File: src/rtl/muldiv_unit.sv
// Iterative multiply/divide unit that owns the HI/LO registers (shift-add multiply, restoring divide).
// Optional: define MULDIV_EARLY_TERM_EN to let multiplies leave CALC once the remaining multiplier is zero.

module muldiv_unit #(
  parameter int DATA_SIZE = 32
) (
  input  logic                 clk,
  input  logic                 rst_n,
  input  logic                 start,
  input  logic [1:0]           op,
  input  logic [DATA_SIZE-1:0] a,
  input  logic [DATA_SIZE-1:0] b,
  input  logic                 mthi,
  input  logic                 mtlo,
  input  logic [DATA_SIZE-1:0] wdata,
  output logic                 busy,
  output logic                 done,
  output logic                 div_zero,
  output logic [DATA_SIZE-1:0] hi,
  output logic [DATA_SIZE-1:0] lo
);

  // state | meaning
  // IDLE  | waiting for start; MTHI/MTLO honoured
  // CALC  | one multiply or divide step per cycle
  // FIX   | sign correction, HI/LO written
  // DONE  | done pulse; MTHI/MTLO and a new start honoured

  localparam int N  = DATA_SIZE;
  localparam int CW = $clog2(DATA_SIZE);
  localparam logic [CW-1:0] CNT_LAST = CW'(DATA_SIZE - 1);

  localparam logic [1:0] S_IDLE = 2'd0;
  localparam logic [1:0] S_CALC = 2'd1;
  localparam logic [1:0] S_FIX  = 2'd2;
  localparam logic [1:0] S_DONE = 2'd3;

  logic [1:0]     state_q, state_d;
  logic [CW-1:0]  cnt_q, cnt_d;
  logic           last_q, last_d;
  logic           div_q, div_d;
  logic           neg_res_q, neg_res_d;
  logic           neg_rem_q, neg_rem_d;
  logic           dz_q, dz_d;
  logic [2*N-1:0] acc_q, acc_d;
  logic [2*N-1:0] mcand_q, mcand_d;
  logic [N-1:0]   mpl_q, mpl_d;
  logic [N-1:0]   hi_q, hi_d;
  logic [N-1:0]   lo_q, lo_d;

  logic           a_neg, b_neg;
  logic [N-1:0]   a_mag, b_mag;
  logic [2*N-1:0] mul_sum;
  logic [N-1:0]   mpl_rest;
  logic           mul_exit;
  logic [N:0]     rem_sh;
  logic           rem_ge;
  logic [N-1:0]   rem_new;
  logic [2*N-1:0] prod_fix;
  logic [N-1:0]   quo_fix, rem_fix;

  // Signed ops (op[0]==0) take magnitudes; most-negative maps to itself as an unsigned value.
  assign a_neg = ~op[0] & a[N-1];
  assign b_neg = ~op[0] & b[N-1];
  assign a_mag = a_neg ? (-a) : a;
  assign b_mag = b_neg ? (-b) : b;

  assign mul_sum  = acc_q + (mpl_q[0] ? mcand_q : {2*N{1'b0}});
  assign mpl_rest = mpl_q >> 1;

`ifdef MULDIV_EARLY_TERM_EN
  assign mul_exit = ~div_q & (mpl_rest == '0);
`else
  assign mul_exit = 1'b0;
`endif

  // Restoring divide: remainder in acc upper half, dividend/quotient in lower half.
  assign rem_sh  = {acc_q[2*N-1:N], acc_q[N-1]};
  assign rem_ge  = rem_sh >= {1'b0, mcand_q[N-1:0]};
  assign rem_new = rem_ge ? N'(rem_sh - {1'b0, mcand_q[N-1:0]}) : rem_sh[N-1:0];

  assign prod_fix = neg_res_q ? (-acc_q) : acc_q;
  assign quo_fix  = neg_res_q ? (-acc_q[N-1:0]) : acc_q[N-1:0];
  assign rem_fix  = neg_rem_q ? (-acc_q[2*N-1:N]) : acc_q[2*N-1:N];

  always_comb begin
    state_d   = state_q;
    cnt_d     = cnt_q;
    last_d    = last_q;
    div_d     = div_q;
    neg_res_d = neg_res_q;
    neg_rem_d = neg_rem_q;
    dz_d      = dz_q;
    acc_d     = acc_q;
    mcand_d   = mcand_q;
    mpl_d     = mpl_q;
    hi_d      = hi_q;
    lo_d      = lo_q;
    case (state_q)
      S_IDLE, S_DONE: begin
        if (state_q == S_DONE) state_d = S_IDLE;
        if (start) begin
          state_d   = S_CALC;
          div_d     = op[1];
          neg_res_d = a_neg ^ b_neg;
          neg_rem_d = a_neg;
          dz_d      = op[1] & (b == '0);
          cnt_d     = '0;
          last_d    = 1'b0;
          if (op[1]) begin
            acc_d   = {{N{1'b0}}, a_mag};
            mcand_d = {{N{1'b0}}, b_mag};
            mpl_d   = '0;
          end else begin
            acc_d   = '0;
            mcand_d = {{N{1'b0}}, a_mag};
            mpl_d   = b_mag;
          end
        end else begin
          if (mthi) hi_d = wdata;
          if (mtlo) lo_d = wdata;
        end
      end
      S_CALC: begin
        // Exit is taken from a registered flag so the step datapath and the state decode stay apart.
        if (last_q) begin
          state_d = S_FIX;
        end else begin
          cnt_d  = cnt_q + 1'b1;
          last_d = (cnt_q == CNT_LAST) | mul_exit;
          if (!div_q) begin
            acc_d   = mul_sum;
            mcand_d = mcand_q << 1;
            mpl_d   = mpl_rest;
          end else begin
            acc_d   = {rem_new, acc_q[N-2:0], rem_ge};
          end
        end
      end
      S_FIX: begin
        state_d = S_DONE;
        if (!div_q) begin
          hi_d = prod_fix[2*N-1:N];
          lo_d = prod_fix[N-1:0];
        end else if (!dz_q) begin
          hi_d = rem_fix;
          lo_d = quo_fix;
        end
      end
      default: state_d = S_IDLE;
    endcase
  end

  always_ff @(posedge clk or negedge rst_n) begin
    if (!rst_n) begin
      state_q   <= S_IDLE;
      cnt_q     <= '0;
      last_q    <= 1'b0;
      div_q     <= 1'b0;
      neg_res_q <= 1'b0;
      neg_rem_q <= 1'b0;
      dz_q      <= 1'b0;
      acc_q     <= '0;
      mcand_q   <= '0;
      mpl_q     <= '0;
      hi_q      <= '0;
      lo_q      <= '0;
    end else begin
      state_q   <= state_d;
      cnt_q     <= cnt_d;
      last_q    <= last_d;
      div_q     <= div_d;
      neg_res_q <= neg_res_d;
      neg_rem_q <= neg_rem_d;
      dz_q      <= dz_d;
      acc_q     <= acc_d;
      mcand_q   <= mcand_d;
      mpl_q     <= mpl_d;
      hi_q      <= hi_d;
      lo_q      <= lo_d;
    end
  end

  assign busy     = (state_q == S_CALC) | (state_q == S_FIX);
  assign done     = (state_q == S_DONE);
  assign div_zero = (state_q == S_DONE) & dz_q;
  assign hi       = hi_q;
  assign lo       = lo_q;

endmodule

File: config.mk
export PLATFORM = sky130hd
export DESIGN_NAME = muldiv_unit
export DESIGN_NICKNAME = d
export VERILOG_FILES = /design/src/rtl/muldiv_unit.sv
export SDC_FILE = /design/constraint.sdc
export NUM_CORES = 1
export LEC_CHECK = 0
export CAP_MARGIN = 25
export CORE_MARGIN = 2
export CORE_UTILIZATION = 45
export CTS_BUF_LIST = sky130_fd_sc_hd__clkbuf_2
export DETAILED_ROUTE_END_ITERATION = 12
export PLACE_DENSITY = 0.67
export SLEW_MARGIN = 5
export SYNTH_ARGS = -nofsm -noshare
export SYNTH_HDL_FRONTEND = slang
export SYNTH_SLANG_ARGS = --single-unit
File: constraint.sdc
create_clock -name clk -period 3.5 [get_ports clk]
set_input_delay 0.35 -clock clk [delete_from_list [all_inputs] [get_ports clk]]
set_output_delay 0.35 -clock clk [all_outputs]
set_load 0.01 [all_outputs]
==> flow_metrics.tcl, run 1 <==
set metrics [dict create \
    status "finished clean" \
    synthDominantCellAreaShare_pct 29.4 \
    rsz0062_at_grt "true" \
    whs_ns 0.0938 \
    cts_tree "yes" \
    period_needed_ns 3.46 \
    synth-seq-cells 236 \
    power_density_nw_per_um2 808 \
    grt_max_degree 127 \
    slowest_delay_ns 0.45 \
    p_leak_uw 0.0110 \
    final_core_util_pct 57.4 \
    max_cap_viol_count 0 \
    relSlewSlack_pct 49.3 \
    final_cell_mix "buf_4 (256), nand2_1 (251), a21oi_1 (230), dfrtp_1 (230), nor2_1 (228)" \
    finalSetupViolations 0 \
    pin_count 170 \
    drive_above_1_share_pct 17.1 \
    worstMarginPinSlew_ns 0.761 \
    cts_made_buffers 72 \
    regArea_sq_um 5910 \
    dr.first_iter.drc_count 2171 \
    worstPathArrival_ns 4.42 \
    synthCells 2558 \
    via_per_inst 6.01 \
    wl_per_cell_um 22.5 \
    cts.sink_count 236 \
    async_flop_share_pct 100 \
    synth_fp_nets 2767 \
    cp_max_fo 27 \
    clock_latency_ns 1.08 \
    grt_pass1_vias 20700 \
    max_freq_mhz 289 \
    synth_area_leaders "dfrtp_1 (29%), ha_1 (6.5%), a21oi_1 (6.0%), o21ai_0 (5.7%), nand2_1 (4.7%)" \
    htree_levels 3 \
    synth_edf_count 0 \
    clk_path_buf_depth 3 \
    fin_cells 3557 \
    syn_area_per_cell_sq_um 7.86 \
    ant_nets 0 \
    hold_viol 0 \
    path_cells "buf_12 -> buf_4 -> buf_12 -> and2_1 -> ha_4 -> buf_4 -> nand2_2 -> nor2_2 -> a21oi_1 -> a32oi_1 -> buf_4 -> o31ai_1 -> buf_4 -> a211oi_4 -> buf_4 -> o211ai_1 -> a211o_1 -> nand3_1" \
    dr.pass1.iters 6 \
    start_util_pct 45.6 \
    cp_top_family "buffers and inverters" \
    antenna_found_initial 2 \
    rows 77 \
    nets 3121 \
    portBuffers 169 \
    post_dp_cell_area_sq_um 24000 \
    yosys.area.top_type "dfrtp_1" \
    die_w_um 215 \
    cp-start-kind "register" \
    final_common_cell "buf_4" \
    synth_seq_area_share_pct 29.4 \
    cp_data_required_time_ns 4.46 \
    place_hpwl_mm 62.7 \
    min_path_type "input pin to register" \
    worstSetupPathType "register to register" \
    dieArea_sq_um 46400 \
    fillers 4237 \
    end_kind "register" \
    crit_buf_inv 7 \
    gr-total-overflow 0 \
    stdcell_area_sq_um 25300 \
    vias 21400 \
    globalRouteTotalUtil_pct 33.9 \
    cp_common_cell "buf_4" \
    place.gp.congestion 0.995 \
    synth_cell_types 78 \
    ys_warn_count 0 \
    finalClockSkew_ns 0.0913 \
    ir_drop_mv 0.650 \
    die_y_um 215 \
    place_inst 3411 \
    syn2layout_area_growth_pct 25.9 \
    clk_pin_slew_ns 0.12 \
    finalCritPeriodShare_pct 99.0 \
    crit_path_top_delay_cell "dfrtp_2" \
    slew_violations 0 \
    syn-cell-area_sq_um 20100 \
    wirelength_mm 79.9 \
    grt_pass1_wl_mm 122 \
    core_area_sq_um 44100 \
    synthFlopType "dfrtp_1" \
    multi_input_area_sq_um 13800 \
    cts-root-buf "clkbuf_2" \
    drc 0 \
]
## layer usage
layer | GRT usage (%) | vias up | routed length [um]
met3 | 6.37 | 155 | 7050
li1 | - | 10100 | -
met5 | 0 | - | 0
met1 | 46.9 | 10200 | 34900
met4 | 14.0 | 0 | 3200
met2 | 52.2 | 952 | 34800
## synth_stat cells (all sizes together), types with 25 or more instances
cell type and count:
dfrtp 236, nand2 253, nand3 32, xor2 94
a21o 59, o21ai 235, a31oi 35, and2 74
inv 75, a21oi 242, nor2 235, a211oi 88
mux2i 28, clkbuf 147, o31ai 30, nor3 44
nand4 37, a22o 39, ha 104, xnor2 99
nor2b 25
## final timing paths
path                                 startpoint                      end  slack [ns]  cells after the start
max                        mpl_q[0]$_DFFE_PN0P_    acc_q[56]$_DFFE_PN0P_        0.04                     18
min                                        a[0]   mcand_q[0]$_DFFE_PN0P_        0.09                      3
max reg2reg                mpl_q[0]$_DFFE_PN0P_    acc_q[56]$_DFFE_PN0P_        0.04                     18
min reg2reg                  hi[27]$_DFFE_PN0P_       hi[27]$_DFFE_PN0P_        0.48                      2
max in group asynchronous                 rst_n  mcand_q[41]$_DFFE_PN0P_        2.50                      4
min in group asynchronous                 rst_n        lo[1]$_DFFE_PN0P_        0.43                      4
## cell type report
type                    instances  share of cell area [%]
clock buffers                 101                    2.00
inverters                      76                    1.13
multi-input cells            2079                    54.5
well taps                     592                    2.93
flip-flops and latches        236                    23.4
diodes                          1                 0.00988
clock inverters                25                   0.534
repair buffers                447                    15.6
## worst reg2reg max path: stages (launching register included)
cell and delay [ns]:
dfrtp_2 0.45, buf_12 0.17, buf_4 0.17, buf_12 0.14
and2_1 0.17, ha_4 0.28, buf_4 0.14, nand2_2 0.07
nor2_2 0.11, a21oi_1 0.07, a32oi_1 0.19, buf_4 0.16
o31ai_1 0.08, buf_4 0.15, a211oi_4 0.31, buf_4 0.17
o211ai_1 0.14, a211o_1 0.30, nand3_1 0.09
## metrics by stage
stage / power, uW / TNS, ns / worst slack, ns
floorplan: 12500 / 0 / 0.0000115
global placement: 17600 / -0.0795 / -0.0298
detailed placement: 17800 / -0.299 / -0.142
CTS: 20100 / -0.0848 / -0.0543
global route: 22000 / -0.116 / -0.0438
finish: 20500 / 0 / 0.0367
## state kept, by name (all words and copies together), names as in the netlist
register / flops
acc_q: 64
mcand_q: 64
hi: 32
lo: 32
mpl_q: 32
cnt_q: 5
state_q: 2
div_q: 1
dz_q: 1
last_q: 1
neg_rem_q: 1
neg_res_q: 1
## logic make-up after synthesis
| kind of cell | count (synthesis) | share of synthesized area [%] |
|---|---|---|
| mux | 39 | 2.01 |
| compound gates | 912 | 29.1 |
| fa+ha+maj | 106 | 6.67 |
| xor+xnor | 193 | 8.41 |
| flops | 236 | 29.4 |
| simple gates | 829 | 19.8 |
| buf+inv | 243 | 4.58 |
## timing repair
| action | 4_1_cts | 5_1_grt |
|---|---|---|
| buffers inserted | 1 | 7 |
| setup endpoints to repair | 10 | 40 |
| pin swaps | 8 | 21 |
| gates resized for setup | 16 | 91 |
| hold buffers | 11 | 0 |
| hold endpoints to repair | 249 | 0 |
## report_power, final
part	switching (uW)	internal, uW
combinational	8150	5470
clock	1370	856
sequential	848	3750
No activity file was read; power rests on OpenSTA's default activity.
==> run 2, diff against run 1 <==
CAP_MARGIN = 20   (was 25)
PLACE_DENSITY = 0.72   (was 0.67)
==> run 2 against run 1 <==
Against the previous run:
- non-clock buffer count fell by 13
- wire length rose by 1.4%
- count of clock-buffer cells in the layout fell by 11
- sequential power barely moved
- sequential cell count did not move
- first-iteration DRC count rose by 13%
- hold slack barely moved
- final cell count fell by 0.67%
- core utilization fell by 0.51 points
- critical path type unchanged
- critical endpoint is now hi[3]$_DFFE_PN0P_
- largest cell class unchanged
==> flow_metrics.tcl, run 2 (synthesis results as in run 1) <==
set metrics [dict create \
    status "finished clean" \
    clk_path_buf_depth 3 \
    p_leak_uw 0.0109 \
    clock_latency_ns 1.12 \
    hold_viol 0 \
    max_cap_viol_count 0 \
    globalRouteTotalUtil_pct 34.3 \
    vias 21600 \
    drc 0 \
    cts_tree "yes" \
    setup.worst_path.start "acc_q[15]$_DFFE_PN0P_" \
    nets 3106 \
    rows 77 \
    fin_cells 3533 \
    htree_levels 3 \
    dr.first_iter.drc_count 2457 \
    r2r-start "acc_q[15]$_DFFE_PN0P_" \
    cts-root-buf "clkbuf_2" \
    min_path_type "input pin to register" \
    reg2reg_depth 9 \
    rrSetupSlack_ns 0.02 \
    grt_pass1_wl_mm 122 \
    ant_nets 0 \
    core_area_sq_um 44100 \
    ir_drop_mv 0.644 \
    rsz0062_at_grt "true" \
    fillers 4190 \
    slew_violations 0 \
    wl_per_cell_um 22.9 \
    finalCritPeriodShare_pct 99.4 \
    max_freq_mhz 287 \
    final_common_cell "nand2_1" \
    cp-start-kind "register" \
    die_w_um 215 \
    via_per_inst 6.13 \
    end_kind "register" \
    cts_made_buffers 70 \
    die_y_um 215 \
    drive_above_1_share_pct 15.7 \
    wirelength_mm 81.0 \
    place.gp.congestion 1.02 \
    cp-endpoint "hi[3]$_DFFE_PN0P_" \
    final_cell_mix "nand2_1 (252), buf_4 (245), a21oi_1 (233), dfrtp_1 (233), nor2_1 (229)" \
    grt_max_degree 106 \
    period_needed_ns 3.48 \
    largestRegisters "acc_q (64), mcand_q (64)" \
    gr-total-overflow 0 \
    relSlewSlack_pct 34.6 \
    worstPathArrival_ns 4.48 \
    grt_pass1_vias 20200 \
    final_core_util_pct 56.9 \
    portBuffers 169 \
    syn2layout_area_growth_pct 24.8 \
    place_inst 3405 \
    cp_data_required_time_ns 4.50 \
    finalSetupViolations 0 \
    antenna_found_initial 6 \
    clk_pin_slew_ns 0.11 \
    worstMarginPinSlew_ns 0.981 \
    finalClockSkew_ns 0.129 \
    start_util_pct 45.6 \
    hold_depth 3 \
    worstSetupPathType "register to register" \
    pin_count 170 \
    power_density_nw_per_um2 813 \
    cp_max_fo 9 \
    reg2reg_to "hi[3]$_DFFE_PN0P_" \
    dieArea_sq_um 46400 \
    dr.pass1.iters 5 \
    place_hpwl_mm 63.5 \
    cts.sink_count 236 \
]
run 2: per-layer routing:
layer	up-vias	GRT usage [%]	part of all wire [%]
met3	144	6.65	9.0
met2	1020	50.9	43
met4	2	12.5	3.6
met5	-	0	0.019
li1	10000	-	-
met1	10400	49.4	45
run 2: worst max-delay path, cell delays in order (launching register included):
cell      delay [ns]
dfrtp_1         0.44
or4_4           0.58
or4b_4          0.56
nor4_4          0.33
buf_4           0.20
a31oi_4         0.17
o41ai_1         0.42
xor2_1          0.16
a211oi_1        0.46
a21o_1          0.13
run 2: worst min path at each step:
stage | to | from
finish | lo[15]$_DFFE_PN0P_ | wdata[15]
global route | hi[15]$_DFFE_PN0P_ | wdata[15]
CTS | lo[15]$_DFFE_PN0P_ | wdata[15]
detailed placement | lo[26]$_DFFE_PN0P_ | lo[26]$_DFFE_PN0P_
global placement | lo[20]$_DFFE_PN0P_ | lo[20]$_DFFE_PN0P_
floorplan | acc_q[0]$_DFFE_PN0P_ | rst_n
run 2: area by class of cell:
cell class                 instances  area (sq um)  area share [%]
multi-input combinational       2079         13700            54.5
sequential                       236          5910            23.6
timing repair buffer             434          3860            15.4
tap                              592           741            2.95
clock buffer                      90           450            1.80
inverter                          76           285            1.14
clock inverter                    22           146           0.583
antenna                            4          10.0          0.0399
run 2: what timing repair did:
item / CTS / global route
pin swaps: 6 / 17
endpoints found under the setup margin: 7 / 30
hold buffers: 7 / 0
setup buffers: 2 / 3
endpoints found under the hold margin: 231 / 0
gates resized for setup: 17 / 57
run 2: stage by stage:
stage / TNS (ns) / power (uW) / setup WS (ns) / instance area (sq um) / hold slack (ns)
after floorplan: 0 / 12500 / 0.0000115 / 20100 / 0.0544
after global placement: -0.441 / 17500 / -0.160 / 24000 / 0.459
after detailed placement: -0.582 / 17800 / -0.231 / 24000 / 0.465
after CTS: 0 / 20100 / 0.000507 / 24800 / 0.00883
after global routing: -0.101 / 21800 / -0.0425 / 25100 / 0.0157
final: 0 / 20400 / 0.0202 / 25100 / 0.0934
run 2: power breakdown:
part | switching [uW] | internal (uW)
combinational | 8130 | 5440
sequential | 880 | 3750
clock | 1360 | 845
